==> src/rtl/mem_port_arbiter.sv <==
// Shares one fixed-latency single-port memory between fetch channel A and data channel B.
// Define MEM_ARB_FIXED_PRIORITY_EN to make B win simultaneous requests instead of round-robin.
module mem_port_arbiter #(
  parameter int MEM_LATENCY = 2,
  parameter int CNT_WIDTH   = 4
) (
  input  logic        clk,
  input  logic        reset,
  input  logic        in_reqA,
  input  logic [31:0] in_addrA_32,
  input  logic        in_reqB,
  input  logic [31:0] in_addrB_32,
  input  logic        in_weB,
  input  logic [31:0] in_wdataB_32,
  input  logic [31:0] in_mem_rdata_32,
  output logic        out_selector,
  output logic        out_mem_en,
  output logic        out_mem_we,
  output logic [31:0] out_mem_wdata_32,
  output logic        out_ackA,
  output logic        out_ackB,
  output logic [31:0] out_rdata_32,
  output logic        out_busy
);

  typedef enum logic [1:0] {ST_IDLE, ST_ACCESS, ST_DONE} state_t;

  localparam logic [CNT_WIDTH-1:0] CNT_LOAD = CNT_WIDTH'(MEM_LATENCY - 1);

  state_t                state_q, state_d;
  logic [CNT_WIDTH-1:0]  cnt_q, cnt_d;
  logic                  last_grant_q, last_grant_d;
  logic                  sel_q, sel_d;
  logic                  en_q, en_d;
  logic                  we_q, we_d;
  logic [31:0]           wdata_q, wdata_d;
  logic                  ack_a_q, ack_a_d;
  logic                  ack_b_q, ack_b_d;
  logic [31:0]           rdata_q, rdata_d;
  logic                  busy_q, busy_d;
  logic                  grant_b;

  // Addresses are muxed outside this block; only out_selector steers them.
  logic unused_addr;
  assign unused_addr = ^{in_addrA_32, in_addrB_32};

  always_comb begin
`ifdef MEM_ARB_FIXED_PRIORITY_EN
    grant_b = in_reqB;
`else
    grant_b = in_reqB & (~in_reqA | ~last_grant_q);
`endif
  end

  always_comb begin
    state_d      = state_q;
    cnt_d        = cnt_q;
    last_grant_d = last_grant_q;
    sel_d        = sel_q;
    en_d         = en_q;
    we_d         = we_q;
    wdata_d      = wdata_q;
    ack_a_d      = 1'b0;
    ack_b_d      = 1'b0;
    rdata_d      = rdata_q;
    busy_d       = busy_q;
    case (state_q)
      ST_IDLE: begin
        if (in_reqA | in_reqB) begin
          state_d      = ST_ACCESS;
          cnt_d        = CNT_LOAD;
          sel_d        = grant_b;
          last_grant_d = grant_b;
          en_d         = 1'b1;
          we_d         = in_weB & grant_b;
          wdata_d      = grant_b ? in_wdataB_32 : 32'h0;
          busy_d       = 1'b1;
        end
      end
      ST_ACCESS: begin
        if (cnt_q == '0) begin
          state_d = ST_DONE;
          en_d    = 1'b0;
          we_d    = 1'b0;
          wdata_d = 32'h0;
          ack_a_d = ~sel_q;
          ack_b_d = sel_q;
          // Writes leave the last read result visible.
          if (!we_q) rdata_d = in_mem_rdata_32;
        end else begin
          cnt_d = cnt_q - CNT_WIDTH'(1);
        end
      end
      ST_DONE: begin
        state_d = ST_IDLE;
        busy_d  = 1'b0;
      end
      default: begin
        state_d = ST_IDLE;
        en_d    = 1'b0;
        we_d    = 1'b0;
        busy_d  = 1'b0;
      end
    endcase
  end

  always_ff @(posedge clk) begin
    if (!reset) begin
      state_q      <= ST_IDLE;
      cnt_q        <= '0;
      last_grant_q <= 1'b1;
      sel_q        <= 1'b0;
      en_q         <= 1'b0;
      we_q         <= 1'b0;
      wdata_q      <= 32'h0;
      ack_a_q      <= 1'b0;
      ack_b_q      <= 1'b0;
      rdata_q      <= 32'h0;
      busy_q       <= 1'b0;
    end else begin
      state_q      <= state_d;
      cnt_q        <= cnt_d;
      last_grant_q <= last_grant_d;
      sel_q        <= sel_d;
      en_q         <= en_d;
      we_q         <= we_d;
      wdata_q      <= wdata_d;
      ack_a_q      <= ack_a_d;
      ack_b_q      <= ack_b_d;
      rdata_q      <= rdata_d;
      busy_q       <= busy_d;
    end
  end

  assign out_selector     = sel_q;
  assign out_mem_en       = en_q;
  assign out_mem_we       = we_q;
  assign out_mem_wdata_32 = wdata_q;
  assign out_ackA         = ack_a_q;
  assign out_ackB         = ack_b_q;
  assign out_rdata_32     = rdata_q;
  assign out_busy         = busy_q;

endmodule
==> config.mk <==
export PLATFORM = sky130hd
export DESIGN_NAME = mem_port_arbiter
export DESIGN_NICKNAME = d
export VERILOG_FILES = /design/src/rtl/mem_port_arbiter.sv
export SDC_FILE = /design/constraint.sdc
export NUM_CORES = 1
export LEC_CHECK = 0
export BUFFER_PORTS_ARGS = -buffer_cell sky130_fd_sc_hd__buf_2
export CORE_UTILIZATION = 41
export DETAILED_ROUTE_END_ITERATION = 10
export PLACE_DENSITY = 0.87
export SETUP_SLACK_MARGIN = 0.02
export SLEW_MARGIN = 40
export SYNTH_ARGS = -nofsm -noshare
export SYNTH_HDL_FRONTEND = slang
export SYNTH_SLANG_ARGS = --single-unit
==> constraint.sdc <==
create_clock -name clk -period 2.2 [get_ports clk]
set_input_delay 0.11 -clock clk [delete_from_list [all_inputs] [get_ports clk]]
set_output_delay 0.11 -clock clk [all_outputs]
set_load 0.02 [all_outputs]
==> metrics list, run 1 <==
* Max-slew violation count: 0
- Overall routed net length: 7.07 mm
- Once layout is complete, the cells apart from fillers number 521.
- Antenna Diode Count: 0
- At the end of the flow, the number of nets in the layout was 572.
- The via count of the first global-routing pass came to 2,432.
* Arrival time at the worst endpoint: 2240 ps
- Die height: 85.5 µm
- The share of the Yosys chip area taken by registers is 53.9%.
- H-tree depth: 3
- Critical Path End Type: register
- For the final database, setup skew stands at 11.3 ps.
- Proportion of layout cells with a drive suffix above 1: 36.3%
* Worst rel slew slack: 54.8%
- CTS clock-pin slew for the worst setup and hold paths: 80 ps
* Half-perimeter wire length after detailed placement: 4.41 mm
- Placement row count: 30
- The floorplan step defined a die boundary enclosing 0.00731 mm².
* EDFF count, synth: 0
- Crit start category: register
- Number of gates given a new drive strength after cts: 0
* Post-CTS setup repair buffer count: 0
- Number of buffers created by CTS: 9
- Maximum number of pins on one net before global-route repair: 70
- From synthesis to final layout, the design area changed by 43.0%.
- Effective utilization at floorplan: 42.3%
- Setup repair after global routing left no endpoint under its margin.
* Time the final worst path needs with I/O delays and setup: 2030 ps
- Clock tree from TritonCTS: done
- Commonest non-fill, non-tap cell in the layout: buf_2
- The first global-routing pass estimated 11.1 mm of wire.
- Dividing the final minimum period by the clock period gives 92.3%.
* Core Box Area: 0.00676 mm²
- WL per Instance: 13.6 µm
- Once detail routing completed, the nets flagged for antenna violations numbered 0.
- The hold violation total from the final report was 0.
* Synthesized flop and latch total: 77
- Across every metal layer, demand over resource in global routing totals 19.5%.
- Primary FF master, synth: dfxtp_1
- Minimum setup slack among reg-to-reg paths: 170 ps
- Share of flip-flops with an asynchronous set or reset after synthesis: 0%
* Largest cells by area after synthesis: dfxtp_1, mux2i_1, a22o_1
- After global routing the overflow that remains totals 0.
* Yosys synthesis warning count: 0
* Cells after Synth: 274
- Counting every net in the synthesized netlist gives 409.
* Setup-failing EPs final: 0
- The cell area that synthesis handed to floorplanning was 0.00286 mm².
- Buffer cell driving the clock tree root: clkbuf_8
- For the worst-skew pair, the clock arrives at the later sink with an insertion delay of 340 ps.
- Clock sink count: 77
- During I/O placement, the number of pins put on the boundary was 203.
* Post-synthesis average cell area: 10.4 µm²
- Data required time at the worst endpoint: 2410 ps
* Type of the worst setup path: reg -> reg
- The longest clock path from root to sink contains 2 buffers.
- Adding up every negative setup slack in the final design gives 0 ps.
* Outcome: finished, final reports clean
- Via Count: 2,629
* Drc violations: 0
* Leakage: 1.95 nW
- The synthesized netlist contains 38 unique library cells.
- The die is 85.5 µm wide.
- Detail-routed via count per cell: 5.05
- The first TritonRoute pass finished after 4 iterations.
* Number of DRC violations after detailed-routing iteration 0: 109
- GPL Wtd Cong: 0.816
* Buffers on Ports: 138
- The tool flagged a number of max-cap violations equal to 0.
- Commonest non-fill, non-tap cells in the layout: buf_2, dfxtp_1, nand2_1
- Transition at the pin with the smallest max-transition slack: 678 ps
- For this run, the top clock speed supported by timing is 493 MHz.
- The tightest min-delay check is of the in -> reg type.
- Summed over its instances, the top area cell type makes up 53.9% of the synthesized netlist area.
* Worst IR Drop VDD: 0.000428 V
- Power density of the placed cells: 840 mW/mm²
* Maximum fanout along the worst path: 32
- Placed Cells: 474
- Initial antenna violation count: 0
* Cell taking the most area after synthesis: dfxtp_1
Yosys cell counts, types with 2 or more instances:
cell	number
o21ai_0	2
a22o_1	32
nor2_1	6
inv_1	4
clkbuf_1	13
a31oi_1	2
dfxtp_1	77
nand2_1	65
a21oi_1	2
ha_1	2
a211oi_1	2
nor3_1	2
mux2i_1	32
nand2b_1	3
buf_6	4
buf_8	3
o41ai_1	2
path summary, 6_finish.rpt:
path,startpoint,end,cells past startpoint
worst min register to register,out_rdata_32[6],out_rdata_32[6],2
worst min-delay path,in_mem_rdata_32[5],out_rdata_32[5],3
worst max register to register,cnt_q[0],out_mem_wdata_32[27],5
worst max-delay path,cnt_q[0],out_mem_wdata_32[27],5
logic make-up (layout without fill, tap and decap cells):
family                   Yosys count  in the layout  share of synthesized area (%)
adder cells (fa/ha/maj)            2              2                          0.875
multiplexers                      32             32                           11.2
buffers and inverters             25            192                           5.51
AO/OA/AOI/OAI                     51             51                           15.1
flip-flops                        77             77                           53.9
AND/OR/NAND/NOR                   87             87                           13.3
stage by stage:
step / utilization (%) / hold slack, ps / power [W] / instance area (µm²) / setup slack, ps
global route: 60.5 / 0.598 / 0.00360 / 4090 / 82.7
detailed placement: 52.4 / 326 / 0.00219 / 3540 / 197
floorplan: - / 235 / 0.00202 / 2860 / 371
CTS: 60.5 / 0.377 / 0.00347 / 4090 / 178
finish: 60.5 / 15.0 / 0.00344 / 4090 / 170
global placement: 52.4 / 321 / 0.00218 / 3540 / 238
worst max-delay path, cell delays in order (launching register included):
cell and delay, ps:
dfxtp_1 350, inv_1 90, ha_1 190, or3b_1 500
o221a_4 470, a22o_1 300
flip-flops by register name (all words and copies together) (netlist names):
name,flops
last_grant_q,1
out_mem_we,1
out_ackB,1
out_selector,1
state_q,2
out_rdata_32,32
out_mem_en,1
out_ackA,1
cnt_q,4
out_mem_wdata_32,32
out_busy,1
what timing repair did:
action                     in CTS  in global routing
hold endpoints to repair       32                  0
setup endpoints to repair       0                  0
hold buffers                   32                  0
power by group:
group          switching [W]  internal, W
logic               0.000371     0.000279
registers          0.0000613      0.00150
clock network       0.000480     0.000744
total               0.000912      0.00252
layout make-up:
class	instances	area [µm²]
fillers	560	2670
flip-flops and latches	77	1540
multi-input cells	172	1160
repair buffers	172	1040
clock buffers	10	128
clock inverters	5	100
well taps	80	100
inverters	5	18.8
metal layers:
| metal | vias up | part of all wire (%) | routed length [µm] | global-route usage [%] |
|---|---|---|---|---|
| met1 | 1196 | 42 | 2980 | 22.3 |
| met5 | - | 0 | 0 | 0 |
| met2 | 134 | 47 | 3350 | 33.4 |
| li1 | 1281 | - | - | - |
| met4 | 0 | 2.4 | 170 | 8.79 |
| met3 | 18 | 8.2 | 578 | 6.06 |
(Power assumes the default switching activity.)
==> inputs of run 2 (changes only) <==
- ABC_AREA: unset -> 1
- CORE_MARGIN: unset -> 3
- PLACE_DENSITY: 0.87 -> 0.86
==> run 2 against run 1 <==
  * Via count grew 14%
  * Cell count grew 17%
  * Register-to-register slack gained 370 ps
  * Global-route usage grew 0.30 points
  * Total power grew 13%
  * Combinational power grew 50%
  * Sequential cell count is the same
  * Synthesized cell count grew 28%
  * Sequential share of layout area shrank 0.65 points
  * Die area grew 13%
  * Design area grew 1.7%
==> metrics list, run 2 <==
* Overall routed net length: 8.32 mm
- Die area: 0.00829 mm²
- Proportion of layout cells with a drive suffix above 1: 33.4%
- The number of setup buffers added after CTS is 0.
- The worst pin sits at a relative slew slack of 65.2%.
- TritonCTS built the clock tree.
- The most numerous cell type found on the critical path is nor2_1.
- Core Box Area: 0.00691 mm²
- Arrival time at the worst endpoint: 1930 ps
* Number of DRC violations after detailed-routing iteration 0: 138
- Library cells used by synthesis: 26
- Across the VDD grid, the largest voltage drop is 0.000410 V.
* Max-cap violation count: 0
- Entering global routing, the biggest net connects 37 pins.
- Maximum fanout along the worst path: 33
* Largest cells by area after synthesis: dfxtp_1, nand3_1, nor2_1
- At the end of the flow the core is filled with cells to 60.2%.
- Post-Synthesis Net Count: 486
- Yosys synthesis warning count: 0
* Area share of the largest cell type after synthesis: 52.0%
- Total grt overflow: 0
* Half-perimeter wire length after detailed placement: 5.34 mm
- RSZ-0062 raised after global routing: false
- The H-tree generated during clock tree synthesis spans 3 levels.
* Effective utilization at floorplan: 42.9%
- Gr usage total: 19.8%
- Placement row count: 30
* Via Count: 3,010
* Worst R2R End: out_rdata_32[29]
- The startpoint identified for the worst register-to-register timing path is cnt_q[0].
- Wire length of the first global-routing pass: 13.4 mm
- Commonest non-fill, non-tap cell in the layout: buf_2
- Minimum setup slack among reg-to-reg paths: 540 ps
- After the last flow step, the layout net total stands at 642.
- The tightest hold path in the finished design has a slack of 4.69 ps.
* Setup-failing EPs final: 0
* Remaining antenna violation count after routing: 0
- The biggest area contributor in the post-synthesis netlist is dfxtp_1.
* Post-synth design cell area: 0.00296 mm²
* Most frequent cell after synthesis: dfxtp_1
- The via count of the first global-routing pass is 2,929.
* Final std cell area, no fill: 0.00416 mm²
- The clock passes through at most 2 buffers.
- Counting flops with a built-in enable in the synthesized netlist gives 0.
- The flow ran to the end, and the final reports show no timing, DRC or antenna violations.
* Number of buffers created by CTS: 9
- In the routed layout, each cell is associated on average with a via count of 4.95.
- Cell with the largest stage delay on the worst path: dfxtp_1
- Tracing the worst setup path back leads to its startpoint at cnt_q[0].
* Worst Hold Launch: in_wdataB_32[3]
- Dividing total power by cell area gives a power density of 931 mW/mm².
- Fill cells in the final layout number 632.
- CTS clock-pin slew for the worst setup and hold paths: 90 ps
* Antenna Diode Count: 0
* Cells after Synth: 351
* Leakage: 2.11 nW
* Total negative setup slack: 0 ps
- The floorplan step set the die width to 91.0 µm.
- 203 I/O pins were placed.
* Hold crit path type: in -> reg
* Synthesized flop and latch total: 77
- Worst skew pair latency: 330 ps
- The worst setup path is launched from a register.
- Synth top cells by count: dfxtp_1, nor2_1, nand3_1, nand2_1, o21bai_1
- STA classifies the critical path endpoint as a register.
- The hold violation total from the final report was 0.
* Clock sink count: 77
- The number of antenna violations at the first check in global routing is 0.
- Time the final worst path needs with I/O delays and setup: 1660 ps
- For the worst flop-to-flop path, the logic depth is 8.
* Share of flip-flops with an asynchronous set or reset after synthesis: 0%
- WL per Instance: 13.7 µm
- For the pin with the worst max-slew slack, the measured transition is 518 ps.
* Type of the worst setup path: reg -> reg
* GPL Wtd Cong: 0.775
* Area growth syn-to-layout: 40.3%
* Commonest non-fill, non-tap cells in the layout: buf_2, dfxtp_1, nor2_1
* Buffer cell driving the clock tree root: clkbuf_8
- The final max-slew violation count came to 0.
- Portion of the post-synthesis area used by sequential elements: 52.0%
- Data required time at the worst endpoint: 2470 ps
- Post-synthesis average cell area: 8.44 µm²
* Ratio of final minimum period to clock period: 75.6%
- Worst stage delay on the critical path: 330 ps
- Drc violations: 0
* Die height: 91.0 µm
- List of cells traversed by the critical path: inv_1 > ha_1 > nand2_1 > nor2_4 > nand2_4 > inv_6 > nor2_1 > nor2_1
- The most critical setup path has its endpoint at out_rdata_32[29].
* Peak Freq: 601 MHz
* Max Clock Skew: 12.9 ps
- Buffers on Ports: 138
- Primary FF master, synth: dfxtp_1
* DRT Pass-1 Iters: 4
- Cell Area, Placed: 0.00366 mm²
run 2: changes by cell type after synthesis, sizes merged, moves of 5 or more:
cell and change:
a21oi +5, a22o -32, buf +12, clkbuf -9, mux2i -32, nand2 -18
nand3 +69, nor2 +71, o21bai +33
run 2: per-layer routing:
layer  part of all wire, %  wire (µm)  global-route usage [%]  vias to the layer above
li1                      -          -                       -                     1464
met1                    40       3350                    23.3                     1399
met2                    51       4250                    33.2                      119
met3                   4.9        411                    4.23                       28
met4                   3.7        306                    11.3                        0
met5                     0          0                       0                        -
run 2: critical path, delay by kind of cell (launching register included):
| kind | cells | cell delay, ps |
|---|---|---|
| and+or+nand+nor | 5 | 690 |
| buffers and inverters | 2 | 380 |
| DFF | 1 | 330 |
| adders and majority gates | 1 | 180 |
run 2: worst min-delay path by stage:
stage / endpoint / slack [ps] / depth (start not counted)
6_report: out_mem_wdata_32[3] / 5 / 3
5_1_grt: out_mem_wdata_32[3] / 1 / 3
4_1_cts: out_rdata_32[14] / 2 / 3
3_5_place_dp: out_mem_we / 310 / 3
3_3_place_gp: out_mem_we / 300 / 3
2_1_floorplan: out_mem_we / 210 / 2
run 2: where the power goes:
part           internal [W]  switching [W]  leakage, nW
Clock              0.000755       0.000505        0.116
Combinational      0.000351       0.000621         1.36
Sequential          0.00155      0.0000848        0.628
Total               0.00266        0.00121         2.11
run 2: layout make-up:
class | count | area, µm² | area share (%)
flip-flops and latches | 77 | 1540 | 37.1
multi-input cells | 243 | 1230 | 29.6
repair buffers | 168 | 993 | 23.9
clock buffers | 10 | 128 | 3.07
well taps | 96 | 120 | 2.89
clock inverters | 6 | 111 | 2.68
inverters | 8 | 35.0 | 0.842
run 2: metrics by stage:
stage | setup slack, ps | power (W) | instances
after floorplan | 888 | 0.00234 | 351
final | 537 | 0.00387 | 608
after CTS | 505 | 0.00390 | 606
after global routing | 348 | 0.00409 | 608
after global placement | 586 | 0.00258 | 566
after detailed placement | 531 | 0.00261 | 566
run 2: timing repair:
action,in CTS,in global routing
hold endpoints to repair,24,2
resized for setup,0,0
hold buffers,24,2
run 2: cell families (layout without fill, tap and decap cells):
family	Yosys count	count (layout)	share of synthesized area, %
buffers and inverters	31	192	6.50
flip-flops	77	77	52.0
adder cells (fa/ha/maj)	2	2	0.844
AO/OA/AOI/OAI	43	43	10.1
AND/OR/NAND/NOR	198	198	30.5
